<file path="src/rtl/writeback_tracker.sv">
// Destination-register pipeline (EX/MEM/WB) with load-use hazard detection,
// an in-flight write bitmap and a saturating count of load-use stall cycles.
module writeback_tracker #(
  parameter int REG_ADDR_W = 5,
  parameter int CNT_W      = 16
) (
  input  logic                       clk_i,
  input  logic                       rst_i,
  input  logic                       valid_id_i,
  input  logic                       reg_write_id_i,
  input  logic                       mem_read_id_i,
  input  logic [REG_ADDR_W-1:0]      rd_id_i,
  input  logic [REG_ADDR_W-1:0]      rs1_id_i,
  input  logic [REG_ADDR_W-1:0]      rs2_id_i,
  input  logic                       use_rs1_id_i,
  input  logic                       use_rs2_id_i,
  input  logic                       flush_i,
  input  logic                       mem_stall_i,
  output logic                       reg_write_ex_o,
  output logic [REG_ADDR_W-1:0]      rd_ex_o,
  output logic                       mem_read_ex_o,
  output logic                       reg_write_mem_o,
  output logic [REG_ADDR_W-1:0]      rd_mem_o,
  output logic                       reg_write_wb_o,
  output logic [REG_ADDR_W-1:0]      rd_wb_o,
  output logic                       stall_id_o,
  output logic [2**REG_ADDR_W-1:0]   pending_o,
  output logic [CNT_W-1:0]           stall_count_o
);

  localparam int NREGS = 2**REG_ADDR_W;
  localparam logic [CNT_W-1:0] CNT_MAX = {CNT_W{1'b1}};

  logic                  rw_ex_q, rw_ex_d;
  logic                  mr_ex_q, mr_ex_d;
  logic [REG_ADDR_W-1:0] rd_ex_q, rd_ex_d;
  logic                  rw_mem_q, rw_mem_d;
  logic [REG_ADDR_W-1:0] rd_mem_q, rd_mem_d;
  logic                  rw_wb_q, rw_wb_d;
  logic [REG_ADDR_W-1:0] rd_wb_q, rd_wb_d;
  logic [CNT_W-1:0]      cnt_q, cnt_d;

  logic                  rd_nonzero;
  logic                  cap_rw;
  logic                  cap_mr;
  logic                  rs1_hit;
  logic                  rs2_hit;
  logic                  stall;

  always_comb begin
    rd_nonzero = (rd_id_i != '0);
    cap_rw     = valid_id_i & reg_write_id_i & rd_nonzero;
    cap_mr     = valid_id_i & mem_read_id_i & rd_nonzero;
    rs1_hit    = use_rs1_id_i & (rs1_id_i == rd_ex_q);
    rs2_hit    = use_rs2_id_i & (rs2_id_i == rd_ex_q);
    stall      = valid_id_i & mr_ex_q & rw_ex_q & (rs1_hit | rs2_hit) & ~flush_i;
  end

  always_comb begin
    rw_ex_d  = rw_ex_q;
    mr_ex_d  = mr_ex_q;
    rd_ex_d  = rd_ex_q;
    rw_mem_d = rw_mem_q;
    rd_mem_d = rd_mem_q;
    rw_wb_d  = rw_wb_q;
    rd_wb_d  = rd_wb_q;
    cnt_d    = cnt_q;
    // A memory freeze holds everything, including a pending flush.
    if (!mem_stall_i) begin
      rw_wb_d  = rw_mem_q;
      rd_wb_d  = rd_mem_q;
      rw_mem_d = rw_ex_q;
      rd_mem_d = rd_ex_q;
      if (flush_i || stall) begin
        rw_ex_d = 1'b0;
        mr_ex_d = 1'b0;
        rd_ex_d = '0;
      end else begin
        rw_ex_d = cap_rw;
        mr_ex_d = cap_mr;
        rd_ex_d = rd_id_i;
      end
      if (stall && (cnt_q != CNT_MAX)) begin
        cnt_d = cnt_q + 1'b1;
      end
    end
  end

  always_ff @(posedge clk_i) begin
    if (rst_i) begin
      rw_ex_q  <= 1'b0;
      mr_ex_q  <= 1'b0;
      rd_ex_q  <= '0;
      rw_mem_q <= 1'b0;
      rd_mem_q <= '0;
      rw_wb_q  <= 1'b0;
      rd_wb_q  <= '0;
      cnt_q    <= '0;
    end else begin
      rw_ex_q  <= rw_ex_d;
      mr_ex_q  <= mr_ex_d;
      rd_ex_q  <= rd_ex_d;
      rw_mem_q <= rw_mem_d;
      rd_mem_q <= rd_mem_d;
      rw_wb_q  <= rw_wb_d;
      rd_wb_q  <= rd_wb_d;
      cnt_q    <= cnt_d;
    end
  end

  // Register 0 is never written, so its pending bit is tied low.
  assign pending_o[0] = 1'b0;
  generate
    for (genvar gi = 1; gi < NREGS; gi++) begin : g_pending
      assign pending_o[gi] = (rw_ex_q  && (rd_ex_q  == REG_ADDR_W'(gi))) ||
                             (rw_mem_q && (rd_mem_q == REG_ADDR_W'(gi))) ||
                             (rw_wb_q  && (rd_wb_q  == REG_ADDR_W'(gi)));
    end
  endgenerate

  assign reg_write_ex_o  = rw_ex_q;
  assign rd_ex_o         = rd_ex_q;
  assign mem_read_ex_o   = mr_ex_q;
  assign reg_write_mem_o = rw_mem_q;
  assign rd_mem_o        = rd_mem_q;
  assign reg_write_wb_o  = rw_wb_q;
  assign rd_wb_o         = rd_wb_q;
  assign stall_id_o      = stall;
  assign stall_count_o   = cnt_q;

endmodule

</file>
<file path="config.mk">
export PLATFORM = sky130hd
export DESIGN_NAME = writeback_tracker
export DESIGN_NICKNAME = d
export VERILOG_FILES = /design/src/rtl/writeback_tracker.sv
export SDC_FILE = /design/constraint.sdc
export NUM_CORES = 1
export LEC_CHECK = 0
export BUFFER_PORTS_ARGS = -buffer_cell sky130_fd_sc_hd__buf_4
export CAP_MARGIN = 25
export CORE_AREA = 2 2 78 80
export CTS_BUF_LIST = sky130_fd_sc_hd__clkbuf_4 sky130_fd_sc_hd__clkbuf_8 sky130_fd_sc_hd__clkbuf_16
export CTS_CLUSTER_DIAMETER = 100
export DETAILED_ROUTE_END_ITERATION = 16
export DIE_AREA = 0 0 80 82
export PLACE_DENSITY = 0.86
export SYNTH_ARGS = -nofsm -noshare
export SYNTH_HDL_FRONTEND = slang
export SYNTH_SLANG_ARGS = --single-unit
</file>
<file path="constraint.sdc">
create_clock -name clk_i -period 1.8 [get_ports clk_i]
set_input_delay 0 -clock clk_i [delete_from_list [all_inputs] [get_ports clk_i]]
set_output_delay 0 -clock clk_i [all_outputs]
set_load 0.02 [all_outputs]
</file>
==> metrics.yaml <==
dieArea_um2: 6560
antenna_cells: 0
yosys_warnings: 0
finClkSkew_ps: 8.99
clkLatencyLatePin_ps: 300
io_buffers: 90
grt_setup_unrepaired: "true"
hold_viol: 0
syn_area_per_cell_um2: 7.51
setup_ws_ps: -53.4
critical_path_class: "reg -> reg"
setup_viol: 12
gp_congestion: 0.929
critPathCaptureType: "register"
pre_cts_ws_ps: -97.1
cts-root-buf: "clkbuf_8"
fin_crit_sh_pct: 103
cap_violations: 0
drive_above_1_share_pct: 46.0
cts_max_level: 2
slew_headroom_pct: 61.0
cts_tree: "done"
grt_pass1_vias: 2939
final_area_um2: 4080
initial_core_util_pct: 44.9
r2r_start: "rd_ex_o[2]"
ys.flop_type: "dfxtp_1"
syn_area_um2: 2580
arrival_ps: 2080
ys_seq_area_share_pct: 27.1
required_ps: 2030
track_usage_pct: 27.4
cp_max_fo: 9
synth_cell_types: 44
critPathLaunch: "rd_ex_o[2]"
fmax_mhz: 540
hp-class: "in -> reg"
gr-total-overflow: 0
final_antenna_net_count: 0
die_h_um: 82
synth.top_cell.area_share_pct: 27.1
p_leak_nw: 1.92
hpwl_um: 6530
synthArstFlopShare_pct: 0
die_w_um: 80
syn2layout_area_growth_pct: 58.1
placed_cell_area_um2: 3690
ios: 92
min_from: "valid_id_i"
drc: 0
clkTransAtPathRegs_ps: 80
antenna_found_initial: 0
grt_pass1_wl_um: 14200
cts_buffers: 5
synthCells: 344
final_max_slew_viol_count: 0
yosys.area.top_type: "dfxtp_1"
cts_sinks: 35
synth-edff-count: 0
layout.nets: 494
rows: 28
via_per_inst: 5.78
synth_top_cells_by_count: "68 x nand2_1, 46 x nor2_1, 35 x dfxtp_1, 22 x a22oi_1, 16 x nor2b_1"
clock_path_buffers: 2
grt_max_degree: 43
drt_iter0_drc: 285
reg2reg_slack_ps: -50
run_status: "finished with violations"
start_kind: "register"
synth_nets: 369
fin_cells: 545
synth_most_common_cell: "nand2_1"
routed_wirelength_um: 9200
fillers: 446
routed-via-count: 3148
synth-seq-cells: 35
wl_per_cell_um: 16.9
yosys-top-cells-area: "dfxtp_1 27%, nand2_1 9.9%, nor2_1 6.7%, a22oi_1 6.4%, mux2i_1 4.7%"
tightestPinTransition_ps: 583
power.density_nw_per_um2: 433
peakVddDrop_uv: 561
dp.cells: 524
violations: "setup timing"
fp.coreArea_um2: 5750
first_pass_iters: 5
finalCriticalPeriod_ps: 1850
final timing paths:
path | end | cells after the start
max | stall_count_o[14] | 8
max reg2reg | stall_count_o[14] | 8
min reg2reg | stall_count_o[4] | 2
min | mem_read_ex_o | 4
placed cells by master (no fill, tap or decap), types with 3 or more instances in the layout:
cell and count:
buf_4 135, nand2_1 68, nor2_1 45, a22oi_1 22
dfxtp_1 16, nor2b_1 15, mux2i_1 12, dfxtp_2 12
a32oi_1 9, nand4_1 7, nor4_4 7, a21oi_1 7
mux2_4 7, dlygate4sd3_1 7, dfxtp_4 7, inv_1 5
xnor2_2 5, or4_1 5, clkbuf_8 5, nand2b_1 4
xor2_2 4, nor3_2 4, o31ai_1 4, nand3_1 4
nor3_1 3, o21ai_0 3
through the flow:
step / utilization (%) / hold WS (ps) / setup TNS [ps] / power, mW
6_report: 71.1 / 130 / -324 / 1.77
5_1_grt: 71.1 / 140 / -1780 / 1.83
4_1_cts: 68.7 / 112 / -44.6 / 1.75
3_5_place_dp: 64.2 / 273 / -879 / 1.02
3_3_place_gp: 64.2 / 267 / -104 / 1.02
2_1_floorplan: - / 79.8 / -13.1 / 0.925
power breakdown:
part / switching [mW] / internal, mW / total (mW)
Sequential: 0.0160 / 0.774 / 0.790
Clock: 0.312 / 0.412 / 0.724
Combinational: 0.134 / 0.120 / 0.254
Total: 0.461 / 1.31 / 1.77
final cells by class:
type                    instances  area, um2  area share, %
flip-flops and latches         35        742           18.2
clock inverters                 3       43.8           1.07
multi-input cells             278       1990           48.8
inverters                       5       18.8          0.460
clock buffers                   5       68.8           1.69
repair buffers                144       1120           27.5
well taps                      75       93.8           2.30
logic make-up (layout without fill, tap and decap cells):
group,Yosys count,in the layout,share of synthesized area (%)
buf+inv,32,157,5.86
flops,35,35,27.1
compound gates,59,59,17.9
simple gates,187,188,36.4
mux,19,19,8.72
xor+xnor,10,10,3.39
other cells,1,1,0.145
fa+ha+maj,1,1,0.484
sequential cells by signal, indices dropped and copies added (netlist names):
| signal | cells |
|---|---|
| stall_count_o | 16 |
| rd_ex_o | 5 |
| rd_mem_o | 5 |
| rd_wb_o | 5 |
| mem_read_ex_o | 1 |
| reg_write_ex_o | 1 |
| reg_write_mem_o | 1 |
| reg_write_wb_o | 1 |
worst max-delay path, cell delays in order, from the launching register on:
cell,delay (ps)
dfxtp_4,370
xnor2_2,150
nand4_1,170
nor4_4,200
buf_4,170
nor2_4,70
buf_12,150
or3_4,370
a21oi_1,150
repair_timing:
| action | in CTS | in global routing |
|---|---|---|
| endpoints found under the setup margin | 17 | 29 |
| buffers inserted | 4 | 1 |
| resized for setup | 6 | 26 |
| cloned | 1 | 0 |
| hold endpoints to repair | 7 | 0 |
| pin swaps | 2 | 12 |
| hold buffers | 7 | 0 |
per-layer routing:
layer	up-vias	track usage, %	part of all wire (%)
met2	208	47.7	50
met4	0	8.98	1.9
met1	1454	34.4	39
met3	20	4.73	9.0
li1	1466	-	-
met5	-	0	0
Note: power is estimated with default switching activity, not from simulation.
